`src/rtl/cube_demo_pkg.sv`:
```
// Shared definitions for the cube demo datapath: FSM states, BCD limits and
// the binary result width used by the decimal-to-binary converter.
package cube_demo_pkg;

   typedef enum logic [1:0] {
      ST_IDLE,
      ST_ACCUM,
      ST_DONE
   } state_t;

   localparam int unsigned NUM_DIGITS = 4;
   localparam int unsigned BCD_MAX    = 9;
   localparam int unsigned BIN_WIDTH  = 16;

   function automatic logic bcd_valid(input logic [3:0] nibble);
      return nibble <= 4'(BCD_MAX);
   endfunction

endpackage

```
`src/rtl/bcd_to_bin_controller.sv`:
```
// Four-digit BCD to 16-bit binary converter: one multiply-by-ten accumulate
// per clock, start/busy/done handshake and invalid-digit error flag.
module bcd_to_bin_controller
   import cube_demo_pkg::*;
#(
   parameter bit CHECK_DIGITS = 1'b1
) (
   input  logic                 clk,
   input  logic                 rst,
   input  logic                 start,
   input  logic [3:0]           D1,
   input  logic [3:0]           D2,
   input  logic [3:0]           D3,
   input  logic [3:0]           D4,
   output logic [BIN_WIDTH-1:0] data,
   output logic                 busy,
   output logic                 done,
   output logic                 err
);

   state_t                 r_state;
   state_t                 w_next;
   logic                   w_accept;
   logic                   w_last;
   logic [BIN_WIDTH-1:0]   r_acc;
   logic [1:0]             r_cnt;
   logic [3:0]             r_digit [NUM_DIGITS];
   logic                   r_inv;
   logic                   w_inv;
   logic [3:0]             w_digit;
   logic [BIN_WIDTH-1:0]   w_acc_next;

   always_ff @(posedge clk or posedge rst) begin
      if (rst) r_state <= ST_IDLE;
      else     r_state <= w_next;
   end

   always_comb begin
      w_next   = r_state;
      busy     = 1'b0;
      done     = 1'b0;
      w_accept = 1'b0;
      w_last   = 1'b0;
      case (r_state)
         ST_IDLE: begin
            if (start) begin
               w_accept = 1'b1;
               w_next   = ST_ACCUM;
            end
         end
         ST_ACCUM: begin
            busy = 1'b1;
            if (r_cnt == 2'(NUM_DIGITS - 1)) begin
               w_last = 1'b1;
               w_next = ST_DONE;
            end
         end
         ST_DONE: begin
            busy   = 1'b1;
            done   = 1'b1;
            w_next = ST_IDLE;
         end
         default: w_next = ST_IDLE;
      endcase
   end

   assign w_inv = CHECK_DIGITS &&
                  (!bcd_valid(D1) || !bcd_valid(D2) || !bcd_valid(D3) || !bcd_valid(D4));

   // r_digit[0] holds D1, so the count walks the digits most significant first
   assign w_digit    = r_digit[r_cnt];
   assign w_acc_next = (r_acc << 3) + (r_acc << 1) + {{(BIN_WIDTH-4){1'b0}}, w_digit};

   always_ff @(posedge clk or posedge rst) begin
      if (rst) begin
         r_acc <= '0;
         r_cnt <= '0;
         r_inv <= 1'b0;
         data  <= '0;
         err   <= 1'b0;
         for (int unsigned i = 0; i < NUM_DIGITS; i++) r_digit[i] <= '0;
      end else if (w_accept) begin
         r_digit[0] <= D1;
         r_digit[1] <= D2;
         r_digit[2] <= D3;
         r_digit[3] <= D4;
         r_inv      <= w_inv;
         r_acc      <= '0;
         r_cnt      <= '0;
      end else if (r_state == ST_ACCUM) begin
         r_acc <= w_acc_next;
         r_cnt <= r_cnt + 2'd1;
         if (w_last) begin
            data <= r_inv ? '0 : w_acc_next;
            err  <= r_inv;
         end
      end
   end

endmodule

```
`config.mk`:
```
export PLATFORM = sky130hd
export DESIGN_NAME = bcd_to_bin_controller
export DESIGN_NICKNAME = d
export VERILOG_FILES = /design/src/rtl/cube_demo_pkg.sv /design/src/rtl/bcd_to_bin_controller.sv
export SDC_FILE = /design/constraint.sdc
export NUM_CORES = 1
export LEC_CHECK = 0
export ABC_CLOCK_PERIOD_IN_PS = 3970
export CAP_MARGIN = 20
export CORE_MARGIN = 5
export CORE_UTILIZATION = 56
export DETAILED_ROUTE_END_ITERATION = 8
export GPL_ROUTABILITY_DRIVEN = 0
export GPL_TIMING_DRIVEN = 0
export PLACE_DENSITY = 0.79
export SYNTH_ARGS = -nofsm -noshare
export SYNTH_HDL_FRONTEND = slang
export SYNTH_SLANG_ARGS = --single-unit
```
`constraint.sdc`:
```
create_clock -name clk -period 3.97 [get_ports clk]
set_input_delay 0.5955 -clock clk [delete_from_list [all_inputs] [get_ports clk]]
set_output_delay 0.5955 -clock clk [all_outputs]
set_load 0.005 [all_outputs]
```
==> run_results.csv, run 1 <==
group,metric,value,unit
synthesis,yosysTopAreaCell,"dfrtp_1",
global_routing,antenna_found_initial,0,
cts,ctsHoldBuffers,0,
global_routing,first_global_vias,2675,
cts,clock-root-buffer,"clkbuf_8",
place,io_buffer_count,37,
synthesis,yosysSeqAreaShare,40.85,%
cells_and_area,nNetsFinal,425,
die,die_w,86.15,µm
drt,first_pass_iters,4,
cells_and_area,drive_gt1_share,8.021,%
drt,wl_per_cell,16.98,µm
cells_and_area,fill_cells,450,
cts,clock_sinks,53,
critical_path,r2r-start,"r_cnt[0]",
synthesis,synth.distinct_cells,58,
critical_path,start_kind,"flop",
die,ios,38,
synthesis,ys_top_cells_by_count,"nand2_1 (64), dfrtp_1 (53), ha_1 (31), o21ai_0 (15)",
critical_path,slowest_stage,"mux4_2",
synthesis,yosys.area_share.simple,18.23,%
status,status,"finished clean",
sta,setup_violations,0,
synthesis,yosys-mux-area-fraction,5.279,%
sta,setup_tns,0,ns
critical_path,crit_start,"r_cnt[0]",
sta,slew_headroom,56.23,%
cells_and_area,multi_input_area,0.001783,mm²
flow_run,cap_violations,0,
global_routing,grt_pass1_wl,12720,µm
synthesis,yosys.area_share.adder,13.18,%
drt,drtIter0Drc,130,
critical_path,endpoint,"data[10]",
synthesis,synth_xor_area_share,1.349,%
cts,clock_latency,0.31,ns
synthesis,async_flop_share,100.0,%
place,hpwl,5580,µm
critical_path,worstPathRequired,4.17,ns
critical_path,worst_path_dominant_cell_family,"compound AO/OA/AOI/OAI gates",
critical_path,worst_r2r_endpoint,"data[10]",
critical_path,ff2ff_setup_slack,0.53,ns
critical_path,r2r_cells,11,
sta,period_minus_slack,3.437,ns
global_routing,grt-ovfl-total,0,
die,die_height,86.15,µm
cells_and_area,area_delta_synth_final,17.73,%
cells_and_area,fin_util,68.57,%
cts,cts.clk_slew.worst_paths,0.10,ns
global_routing,grt_max_degree,33,
synthesis,synth-seq-cells,53,
synthesis,synth_top_area_share,40.85,%
cts,cts_setup_buffers,0,
drt,vias_per_cell,5.877,
synthesis,synth_fp_nets,380,
cts,cts_tree,"built",
drt,vias,2621,
synthesis,synth_compound_area_share,16.88,%
synthesis,netlist_top_cells_area,"dfrtp_1 (41%), ha_1 (12%), nand2_1 (7.4%)",
die,rows,27,
synthesis,yosysMostFrequentCell,"nand2_1",
sta,period_share,86.57,%
critical_path,worstSetupPathType,"flop to flop",
synthesis,ys_warn_count,0,
synthesis,synth_top_family_by_area,"simple AND/OR/NAND/NOR gates",
cts,cts_buffers,5,
cts,ctsResizeCount,0,
global_routing,grt_use_total,21.47,%
drt,drc,0,
die,die-area,0.007421,mm²
min_path,hp-class,"flop to flop",
critical_path,cp.buffers_inverters,2,
critical_path,cp-end-kind,"flop",
cells_and_area,seq_area,0.001326,mm²
power,ir_drop,0.0004350,V
sta,fin_skew,0.01137,ns
cts,clk_path_buf_depth,2,
power,leakage,0.001881,µW
sta,fmax,0.2910,GHz
synthesis,avgSynthCellArea,9.899,µm²
critical_path,cpMostUsedCell,"ha_1",
power,power_density,763.7,mW/mm²
critical_path,cp_cell_sequence,"clkbuf_1 > mux4_2 > ha_1 > ha_1 > inv_1 > fa_1 > nor2b_1 > o2111ai_2 > a21oi_1 > o21ai_0 > a32o_1",
die,start_util,58.25,%
synthesis,synth_edf_count,0,
drt,drt_wl_total,7575,µm
sta,worst_pin_slew,0.6566,ns
critical_path,cp_max_fo,5,
die,core_area,0.005574,mm²
sta,finalMaxSlewViolations,0,
sta,rsz0062_at_grt,"false",
cts,htree_levels,2,
sta,finalHoldViolCount,0,
synthesis,ys.flop_type,"dfrtp_1",
drt,ant_nets,0,
critical_path,worstPathArrival,3.64,ns
critical_path,cp.depth,11,
cells_and_area,n_antenna_cell,0,
synthesis,synthesis.area,0.003247,mm²
critical_path,max_stage_delay,0.56,ns
synthesis,syn_inst,328,
==> cell families (layout without fill, tap and decap cells) <==
family | after synthesis | count (layout)
XOR/XNOR | 5 | 5
flip-flops | 53 | 53
AO/OA/AOI/OAI | 75 | 75
buffers and inverters | 29 | 75
multiplexers | 12 | 12
adder cells (fa/ha/maj) | 33 | 33
AND/OR/NAND/NOR | 121 | 121
==> tightest hold or removal path, stage by stage (launching register included) <==
cell and delay (ns):
dfrtp_1 0.35, nand2_1 0.05, nand2_1 0.05
==> through the flow <==
stage	cell area (µm²)	setup slack, ns	std cells	power (µW)	hold WS, ns
detailed placement	3727	0.5775	438	2589	0.4602
global placement	3707	0.6360	437	2523	0.4547
CTS	3822	0.5381	446	2926	0.4872
floorplan	3247	0.9250	328	2068	0.4403
finish	3822	0.5330	446	2919	0.4843
global route	3822	0.3220	446	3164	0.5104
==> layout by cell type (no fill, tap or decap), types with 3 or more instances in the layout <==
cell type / n
nand2_1: 64
dfrtp_1: 53
clkdlybuf4s50_1: 37
ha_1: 31
o21ai_0: 15
a21oi_1: 14
inv_1: 13
a21o_1: 9
clkbuf_1: 8
mux2i_1: 7
nor2_1: 7
nand2b_1: 7
clkbuf_8: 6
nand3_1: 5
nor3_1: 5
a32o_1: 5
or3_1: 5
o31ai_1: 5
and2_1: 4
nor2b_1: 4
o21a_1: 4
mux4_2: 4
o41ai_1: 4
buf_1: 3
and3_1: 3
xnor2_1: 3
nand3b_1: 3
==> routing by layer <==
metal	part of all wire, %	up-vias	track usage (%)
met3	5.3	4	3.362
li1	-	1263	-
met5	0	-	0
met2	50	74	37.91
met4	0.70	0	5.324
met1	43	1280	27.38
==> worst min-delay path by stage <==
| stage | start | to | cells after the start |
|---|---|---|---|
| after floorplan | r_digit[11] | r_digit[11] | 2 |
| after global placement | r_digit[5] | r_digit[5] | 2 |
| after CTS | r_digit[7] | r_digit[7] | 2 |
| after detailed placement | r_digit[5] | r_digit[5] | 2 |
| final | r_digit[7] | r_digit[7] | 2 |
| after global routing | data[8] | data[8] | 1 |
==> layout make-up <==
class / count / area share, %
Buffer: 15 / 2.226
Clock buffer: 5 / 1.800
Clock inverter: 3 / 0.6874
Inverter: 14 / 1.375
Multi-Input combinational cell: 246 / 46.64
Sequential cell: 53 / 34.70
Tap cell: 72 / 2.357
Timing Repair Buffer: 38 / 10.21
==> power breakdown <==
group	leakage [µW]	internal (µW)	switching, µW	total [µW]
clock	0.0000487	129	195	324
sequential	0.000684	767	150	917
combinational	0.00115	780	899	1680
==> flip-flops by register name, summed over array words and instances, names as in the netlist <==
| signal | count |
|---|---|
| data | 16 |
| err | 1 |
| r_acc | 15 |
| r_cnt | 2 |
| r_digit | 16 |
| r_inv | 1 |
| r_state | 2 |
Power figures use the tool's default switching activity.
==> run 2, diff against run 1 <==
--- a/config.mk
+++ b/config.mk
@@ -12,6 +12,7 @@
 export DETAILED_ROUTE_END_ITERATION = 8
 export GPL_ROUTABILITY_DRIVEN = 0
 export GPL_TIMING_DRIVEN = 0
+export HOLD_SLACK_MARGIN = 0.08
 export PLACE_DENSITY = 0.79
 export SYNTH_ARGS = -nofsm -noshare
 export SYNTH_HDL_FRONTEND = slang
==> results of run 2 <==
Same layout as run 1: the final DEF is identical, and so are final timing and power.
